**src/rtl/exception_vector_fetch.sv**
```systemverilog
`default_nettype none
// ============================================================================
// exception_vector_fetch : fetches the exception handler byte from vector
// memory and issues the EPC/PC load strobes.      Revision: 1.0
// ============================================================================
module exception_vector_fetch #(
  parameter int unsigned MEM_LATENCY = 1
) (
  input  logic        clk,
  input  logic        reset,
  input  logic        exc_req,
  input  logic [1:0]  exc_code,
  input  logic [31:0] pc_in,
  input  logic [31:0] mem_data_in,
  output logic [2:0]  src_addr_sel,
  output logic [31:0] epc_out,
  output logic        epc_write,
  output logic [31:0] pc_out,
  output logic        pc_write,
  output logic        busy,
  output logic        done
);

  localparam logic [1:0] S_IDLE    = 2'd0;
  localparam logic [1:0] S_ADDR    = 2'd1;
  localparam logic [1:0] S_WRITE   = 2'd2;
  localparam logic [1:0] CODE_RSVD = 2'b11;
  localparam logic [2:0] CNT_LOAD  = 3'(MEM_LATENCY);

  logic [1:0]  state_q, state_d;
  logic [2:0]  cnt_q, cnt_d;
  logic [2:0]  sel_q, sel_d;
  logic [31:0] epc_q, epc_d;
  logic [31:0] pc_q, pc_d;

  // Only the low byte of the vector location is the handler address.
  logic w_unused_mem_hi;
  assign w_unused_mem_hi = &{1'b0, mem_data_in[31:8]};

  always_comb begin
    state_d = state_q;
    cnt_d   = cnt_q;
    sel_d   = sel_q;
    epc_d   = epc_q;
    pc_d    = pc_q;
    case (state_q)
      S_IDLE: begin
        if (exc_req && (exc_code != CODE_RSVD)) begin
          sel_d   = {1'b0, exc_code} + 3'd1;
          epc_d   = pc_in - 32'd4;
          cnt_d   = CNT_LOAD;
          state_d = S_ADDR;
        end
      end
      S_ADDR: begin
        if (cnt_q == 3'd0) begin
          pc_d    = {24'b0, mem_data_in[7:0]};
          state_d = S_WRITE;
        end else begin
          cnt_d = cnt_q - 3'd1;
        end
      end
      S_WRITE: state_d = S_IDLE;
      default: state_d = S_IDLE;
    endcase
  end

  always_ff @(posedge clk or posedge reset) begin
    if (reset) begin
      state_q <= S_IDLE;
      cnt_q   <= 3'd0;
      sel_q   <= 3'd0;
      epc_q   <= 32'd0;
      pc_q    <= 32'd0;
    end else begin
      state_q <= state_d;
      cnt_q   <= cnt_d;
      sel_q   <= sel_d;
      epc_q   <= epc_d;
      pc_q    <= pc_d;
    end
  end

  // Select is gated by state so the mux returns to the normal path outside ADDR.
  assign src_addr_sel = (state_q == S_ADDR) ? sel_q : 3'b000;
  assign epc_out      = epc_q;
  assign pc_out       = pc_q;
  assign epc_write    = (state_q == S_WRITE);
  assign pc_write     = (state_q == S_WRITE);
  assign done         = (state_q == S_WRITE);
  assign busy         = (state_q != S_IDLE);

endmodule
`default_nettype wire
```
**config.mk**
```make
export PLATFORM = sky130hd
export DESIGN_NAME = exception_vector_fetch
export DESIGN_NICKNAME = d
export VERILOG_FILES = /design/src/rtl/exception_vector_fetch.sv
export SDC_FILE = /design/constraint.sdc
export NUM_CORES = 1
export LEC_CHECK = 0
export ABC_CLOCK_PERIOD_IN_PS = 1900
export BUFFER_PORTS_ARGS = -buffer_cell sky130_fd_sc_hd__buf_4
export CORE_MARGIN = 10
export CORE_UTILIZATION = 45
export DETAILED_ROUTE_END_ITERATION = 7
export PLACE_DENSITY = 0.78
export SLEW_MARGIN = 25
export SYNTH_ARGS = -nofsm -noshare
export SYNTH_HDL_FRONTEND = slang
export SYNTH_SLANG_ARGS = --single-unit
```
**constraint.sdc**
```tcl
create_clock -name clk -period 1.9 [get_ports clk]
set_clock_uncertainty 0.1 [all_clocks]
set_input_delay 0.38 -clock clk [delete_from_list [all_inputs] [get_ports clk]]
set_output_delay 0.38 -clock clk [all_outputs]
set_load 0.05 [all_outputs]
```
==> flow_summary.ini, run 1 <==
[setup_path]
slowest_stage = dfrtp_1
critPathRequiredTime_ps = 1420
r2r_end = epc_out[4]
crit_path_max_fanout = 7
rr_worst_depth = 5
cp-startpoint = state_q[1]
worstPathCellList = nor2b_2 > and2_1 > buf_4
criticalPathCategory = register to output port
worst-path-stages = 3
end_kind = output port
reg2reg_setup_slack_ps = 130
slowest_delay_ps = 400
crit_buf_inv = 1
start_kind = register
arrival_ps = 1330
r2r_start = state_q[0]
critPathTopFamily = simple AND/OR/NAND/NOR gates

[layout]
final_cells = 440
drive_gt1_share_pct = 37.50
multi_input_area_um2 = 1232
fin_nets = 440
area_growth_pct = 33.69
n_antenna_cell = 0
seqCellArea_um2 = 1201
n_fill_cell = 514

[sta]
final_max_slew_viol_count = 0
period_needed_ps = 1814
hold_viol = 0
fmaxAchievable_mhz = 551.4
period_share_pct = 95.45
setup_viol = 0
layout_setup_ws_ps = 86.48
grt_setup_unrepaired = no

[clocking]
cts_max_level = 2
cts_sinks = 48
clk_pin_slew_ps = 80
clk_latency_ps = 290
clockRootBuffer = clkbuf_8
cts_tree = built
cts_buffers = 5
post-cts-setup-buffers = 0
cts_max_path_buffers = 2

[floorplanning]
die_area_um2 = 9239
die_h_um = 96.12
initial_utilization_pct = 46.78
design.core.area_um2 = 5574
die_w_um = 96.12
pin_count = 140
rows = 27

[placed_design]
placedCellCount = 431
place_ws_ps = -89.75
place_congestion = 0.7764
dp_hpwl_um = 5508
portBuffers = 91

[status]
status = complete, no violations

[synthesis]
synth-edff-count = 0
synth-async-reset-ratio_pct = 100.0
ys_ff_latch = 48
synth-adder-area-share_pct = 1.919
muxShareOfSynthArea_pct = 3.455
synth-simple-area-share_pct = 21.64
synth_cell_types = 43
netlist_top_cells_area = dfrtp_1 46%, buf_4 7.5%, nand2_1 6.6%, xor2_1 5.7%, mux2_2 3.5%
yosys_warnings = 0
yosysMostFrequentCell = dfrtp_1
synth_flop_cell = dfrtp_1
synth_common_cells = 48 x dfrtp_1, 46 x nand2_1, 26 x buf_4
syn_area_um2 = 2608
synth-xor-area-share_pct = 8.397
synthCells = 267
synth_top_area_cell = dfrtp_1
avgSynthCellArea_um2 = 9.766
yosysTopAreaCellShare_pct = 46.07
synth_top_family_by_area = simple AND/OR/NAND/NOR gates
synth_compound_area_share_pct = 8.301
seq_area_frac_synth_pct = 46.07

[route]
drtAntennaViolNets = 0
dr.pass1.iters = 4
via_per_inst = 4.786
drc = 0
drtIter0Drc = 49
wirelength_um = 6735
wl_per_cell_um = 15.31
via_count = 2106

[power_and_ir_drop]
ir_drop_mv = 1.033
p_leak_nw = 1.665
power_density_nw_per_um2 = 1748

[global_routing]
grt_pass1_vias = 2261
antenna_found_initial = 0
grt_overflow = 0
track_usage_pct = 14.58
grt_max_degree = 33
grt_pass1_wl_um = 10700

[run]
maxCapViolCount = 0

[min_path]
hold_end = epc_out[1]
min_from = pc_in[1]
holdPathStages = 3
hold_class = input pin to register
[cell usage in the layout, fill, tap and decap left out, types with 7 or more instances in the layout]
cell     synthesis  routed
o21ai_2          7       7
o21ai_0         16      16
nor2_1          14      14
conb_1           1      24
buf_4           26     102
dfrtp_1         48      48
xnor2_1          8       8
mux2_2           8       8
xor2_1          17      17
nand2_1         46      46
[power by group]
group / total (W) / switching [W] / internal (W) / leakage [nW]
registers: 0.00175 / 0.000247 / 0.00150 / 0.590
clock network: 0.000732 / 0.000341 / 0.000391 / 0.0552
logic: 0.00361 / 0.00252 / 0.00109 / 1.02
[timing repair]
action,in CTS,in global routing
gates resized for setup,1,0
setup endpoints to repair,3,0
hold buffers,1,0
endpoints found under the hold margin,18,0
[worst reg2reg max path: stages (launching register included)]
cell     delay (ps)
dfrtp_1         390
or2_1           270
or3b_2          540
buf_12          200
nand2_1          70
o21ai_0          80
[flip-flops by register name, summed over array words and instances, names as in the netlist]
signal   count
epc_out     32
pc_out       8
cnt_q        3
state_q      2
sel_q        3
[per-stage QoR]
stage	power (W)	setup TNS, ps	util, %	area, µm²	hold WS (ps)
2_1_floorplan	0.004270	-883.2	-	2694	337.4
3_3_place_gp	0.005321	-73.96	60.38	3366	302.5
3_5_place_dp	0.005420	-223.8	60.38	3366	308.6
4_1_cts	0.006159	0	62.54	3486	187.8
5_1_grt	0.006440	0	62.54	3486	186.3
6_report	0.006092	0	62.54	3486	186.1
[logic make-up after synthesis]
| kind of cell | Yosys count |
|---|---|
| muxes | 8 |
| xor gates and xnor gates | 25 |
| adders and majority gates | 4 |
| DFF | 48 |
| buffers and inverters | 41 |
| AOI/OAI and AO/OA | 36 |
| and+or+nand+nor | 104 |
| other | 1 |
[worst max path at each step]
stage | end | slack, ps
2_1_floorplan | epc_write | -50
3_3_place_gp | epc_out[23] | -30
6_report | src_addr_sel[1] | 90
3_5_place_dp | epc_out[23] | -90
4_1_cts | src_addr_sel[1] | 100
5_1_grt | src_addr_sel[1] | 6
[routing by layer]
metal	routed length (µm)	part of all wire, %	up-vias	track usage, %
li1	-	-	1049	-
met1	2640	39	977	16.46
met2	3409	51	74	25.34
met3	633	9.4	6	5.681
met4	51	0.76	0	3.317
met5	0	0	-	0
[area by class of cell]
| class | instances | area share [%] |
|---|---|---|
| clock inverter | 2 | 1.005 |
| multi-input combinational | 201 | 35.36 |
| tap | 72 | 2.584 |
| sequential | 48 | 34.46 |
| inverter | 5 | 0.5384 |
| timing repair buffer | 106 | 23.98 |
| clock buffer | 6 | 2.082 |
Power figures use the tool's default switching activity.
==> inputs of run 2 (changes only) <==
==> constraint.sdc (replaced) <==
create_clock -name clk -period 1.9 [get_ports clk]
set_clock_uncertainty 0.1 [all_clocks]
set_input_delay 0.19 -clock clk [delete_from_list [all_inputs] [get_ports clk]]
set_output_delay 0.19 -clock clk [all_outputs]
set_load 0.05 [all_outputs]
==> run 2 against run 1 <==
  * Combinational power hardly changed
  * Sequential cell count stayed put
  * Sequential share of layout area is 0.27 points higher
  * Core utilization is 0.49 points lower
  * Maximum frequency is 0.55% higher
  * Worst hold slack worse by 170 ps
  * Clock power hardly changed
  * Register-to-register slack worse by 30 ps
  * Critical path depth is 1 higher
  * First-iteration DRC count is 31% lower
  * Critical path type is now register to register
==> flow_summary.ini, run 2 (same netlist as run 1, synthesis figures left out) <==
[status]
status = complete, no violations

[setup_path]
start_kind = register
slowest_delay_ps = 540
reg2reg_setup_slack_ps = 100
cp-startpoint = state_q[0]
crit_path_max_fanout = 28
critPathRequiredTime_ps = 2010
end_kind = register
rr_worst_depth = 4
slowest_stage = or3b_2
r2r_start = state_q[0]
criticalPathCategory = register to register
arrival_ps = 1910
r2r_end = epc_out[22]
worstPathCellList = or2_4 > or3b_2 > buf_12 > o21ai_0

[sta]
hold_viol = 0
relSlewSlack_pct = 60.13
period_share_pct = 94.93
tightest_slew_ps = 598.0
layout_setup_ws_ps = 96.39
period_needed_ps = 1804
grt_setup_unrepaired = no
fmaxAchievable_mhz = 554.4
whs_ps = 13.95
final_max_slew_viol_count = 0
setup_viol = 0
setup-tns-final_ps = 0

[min_path]
hold_end = epc_out[2]
hold_class = input pin to register
holdPathStages = 2
min_from = pc_in[2]

[placed_design]
placed_area_um2 = 3311
place_ws_ps = 45.02
portBuffers = 91
place_congestion = 0.7814
dp_hpwl_um = 5264

[run]
maxCapViolCount = 0

[layout]
final_core_util_pct = 62.04
design_area_um2 = 3458
largest_register_ffs = 32
final_cell_mix = 97 x buf_4, 48 x dfrtp_1, 46 x nand2_1, 24 x conb_1, 17 x xor2_1
fin_nets = 437
area_growth_pct = 32.63
drive_gt1_share_pct = 36.16
n_antenna_cell = 0
final_common_cell = buf_4

[global_routing]
grt_util_met2_pct = 23.26
track_usage_pct = 13.74
grt_pass1_vias = 2116
grt_pass1_wl_um = 10140
busiest_layer = met2
grt_overflow = 0
antenna_found_initial = 0
met3_usage_pct = 4.125
grt_max_degree = 49
gr-usage-met1_pct = 16.17

[route]
drtAntennaViolNets = 0
drtIter0Drc = 34
wl_per_cell_um = 14.96
wirelength_um = 6537
dr.pass1.iters = 4
drc = 0
via_per_inst = 4.812
via_count = 2103

[floorplanning]
die_area_um2 = 9239
pin_count = 140
rows = 27
initial_utilization_pct = 46.78
die_h_um = 96.12
design.core.area_um2 = 5574
die_w_um = 96.12

[power_and_ir_drop]
power_density_nw_per_um2 = 1762
p_leak_nw = 1.645
ir_drop_mv = 0.9476

[clocking]
cts_sinks = 48
cts_buffers = 5
clockRootBuffer = clkbuf_8
cts_tree = built
cts_resized = 0
clk_pin_slew_ps = 90
cts_max_path_buffers = 2
cts_max_level = 2
clk_latency_ps = 290
==> run 2: cell count changes in the layout (fill, tap and decap cells not counted) <==
cell,delta
or2_1,-1
dlygate4sd3_1,+3
nor2b_1,+1
buf_12,-1
buf_4,-5
or2_4,+1
nor2b_2,-1
==> run 2: power by group <==
part	switching [W]	internal, W
registers	0.000249	0.00150
logic	0.00251	0.00111
clock network	0.000342	0.000391
total	0.00310	0.00300
==> run 2: worst max path at each step <==
stage                  endpoint  cells past startpoint
floorplan           epc_out[12]                      6
global placement    epc_out[30]                      6
detailed placement  epc_out[22]                      6
CTS                 epc_out[22]                      4
global route        epc_out[15]                      4
finish              epc_out[22]                      4
==> run 2: worst max-delay path, delay by kind of cell, from the launching register on <==
family,cells,cell delay (ps)
buffers and inverters,1,210
DFF,1,400
AOI/OAI and AO/OA,1,200
and+or+nand+nor,2,800
==> run 2: repair_timing <==
item,4_1_cts,5_1_grt
buffers inserted,0,0
endpoints found under the setup margin,0,0
hold endpoints to repair,51,0
hold buffers,4,0
==> run 2: per-stage QoR <==
stage,total power [W],cells
6_report,0.006095,437
5_1_grt,0.006441,437
4_1_cts,0.006168,437
3_5_place_dp,0.005426,425
3_3_place_gp,0.005342,425
2_1_floorplan,0.004285,290
==> run 2: final cells by class <==
type / count / area (µm²)
Tap cell: 72 / 90.09
Clock buffer: 6 / 72.57
Clock inverter: 2 / 35.03
Timing Repair Buffer: 103 / 808.3
Fill cell: 496 / 2116
Sequential cell: 48 / 1201
Multi-Input combinational cell: 201 / 1232
Inverter: 5 / 18.77
==> run 2: layer usage <==
metal | share of wire, % | vias up
met5 | 0 | -
met4 | 1.2 | 0
met3 | 7.3 | 5
met2 | 49 | 70
met1 | 42 | 985
li1 | - | 1043
==> inputs of run 3 (changes only) <==
- CORE_ASPECT_RATIO: unset -> 0.6
==> run 3 against run 2 <==
  * Count of clock-buffer cells in the layout unchanged
  * Wire length increased by 1.2%
  * Via count down 2.7%
  * Non-clock buffer count up 3
  * Sequential share of layout area fell by 0.36 points
  * First-iteration DRC count is 140% higher
  * Worst hold slack worse by 2.8 ps
  * Clock power shrank 14%
  * Worst setup slack better by 2.1 ps
  * Maximum frequency is 0.11% higher
  * Sequential cell count did not move
==> flow_summary.ini, run 3 (same netlist as run 1, synthesis figures left out) <==
[status]
status = complete, no violations

[placed_design]
placedCellCount = 432
place_congestion = 0.7237
dp_hpwl_um = 5263
place_ws_ps = 85.18
portBuffers = 91
placed_area_um2 = 3313

[floorplanning]
pin_count = 140
rows = 21
die_area_um2 = 9339
die_w_um = 118.3
die_h_um = 78.97
design.core.area_um2 = 5597
initial_utilization_pct = 46.59

[layout]
fin_nets = 440
area_growth_pct = 34.02
multi_input_area_um2 = 1241
n_antenna_cell = 0
seqCellArea_um2 = 1201
design_area_um2 = 3495
largest_register_ffs = 32
final_cell_mix = 96 x buf_4, 48 x dfrtp_1, 46 x nand2_1, 24 x conb_1, 17 x xor2_1
final_common_cell = buf_4
n_fill_cell = 490
final_cells = 448
drive_gt1_share_pct = 36.68

[sta]
period_share_pct = 94.82
hold_viol = 0
setup-tns-final_ps = 0
whs_ps = 11.19
grt_setup_unrepaired = no
period_needed_ps = 1802
layout_setup_ws_ps = 98.45
setup_viol = 0
final_max_slew_viol_count = 0
fmaxAchievable_mhz = 555.1

[global_routing]
grt_pass1_wl_um = 10940
grt_max_degree = 60
met3_usage_pct = 6.003
grt_overflow = 0
grt_pass1_vias = 2172
track_usage_pct = 14.28
gr-usage-met1_pct = 17.00
antenna_found_initial = 0
grt_util_met2_pct = 23.03
busiest_layer = met2

[clocking]
post-cts-setup-buffers = 0
cts_max_level = 2
clk_latency_ps = 300
cts_buffers = 5
cts_sinks = 48
clk_pin_slew_ps = 90
clockRootBuffer = clkbuf_8
cts_max_path_buffers = 2
cts_tree = built

[route]
via_count = 2046
wirelength_um = 6615
drtAntennaViolNets = 0
drtIter0Drc = 82
dr.pass1.iters = 4
drc = 0
wl_per_cell_um = 14.77
via_per_inst = 4.567

[min_path]
hold_class = input pin to register

[run]
maxCapViolCount = 0

[power_and_ir_drop]
p_leak_nw = 1.651
power_density_nw_per_um2 = 1708
ir_drop_mv = 0.8083

[setup_path]
start_kind = register
critPathRequiredTime_ps = 1980
criticalPathCategory = register to register
arrival_ps = 1880
crit_path_max_fanout = 59
reg2reg_setup_slack_ps = 100
end_kind = register
## run 3: cell types whose count changed in the layout (fill, tap and decap cells not counted), sizes merged
| cell | delta |
|---|---|
| dlygate4sd3 | +4 |
| buf | -1 |
| bufinv | -1 |
| clkinv | +1 |
## run 3: worst paths after layout
kind | from | end | cells after the start
setup / recovery | state_q[0] | epc_out[9] | 5
hold / removal | mem_data_in[5] | pc_out[5] | 2
setup reg to reg | state_q[0] | epc_out[9] | 5
hold reg to reg | sel_q[1] | sel_q[1] | 2
max in group asynchronous | reset | epc_out[9] | 4
min in group asynchronous | reset | pc_out[5] | 3
## run 3: layout make-up
class,instances,share of cell area (%)
flip-flops and latches,48,34.37
inverters,5,0.5371
clock buffers,6,2.363
well taps,80,2.864
clock inverters,2,0.2864
multi-input cells,201,35.52
repair buffers,106,24.06
## run 3: metal layers
metal  share of wire (%)  vias to the layer above
li1                    -                     1045
met1                  44                      926
met2                  46                       67
met3                 8.8                        8
met4                 1.2                        0
met5                   0                        -
## run 3: critical path: stages (launching register included)
cell	delay, ps
dfrtp_1	400
or2_4	260
or3b_2	500
buf_12	210
nand2_1	90
o21ai_0	80
## run 3: stage by stage
stage / utilization (%) / power [W]
2_1_floorplan: - / 0.004285
3_3_place_gp: 59.20 / 0.005328
3_5_place_dp: 59.20 / 0.005389
4_1_cts: 62.28 / 0.006047
5_1_grt: 62.44 / 0.006331
6_report: 62.44 / 0.005969
## run 3: timing repair
action                                  in CTS  in global routing
hold buffers                                 8                  0
endpoints found under the hold margin       29                  0
gates resized for setup                      0                  3
endpoints found under the setup margin       0                  8
## run 3: power by group
group | internal (W) | switching, W
clock | 0.000291 | 0.000343
sequential | 0.00150 | 0.000242
combinational | 0.00110 | 0.00250
total | 0.00289 | 0.00308
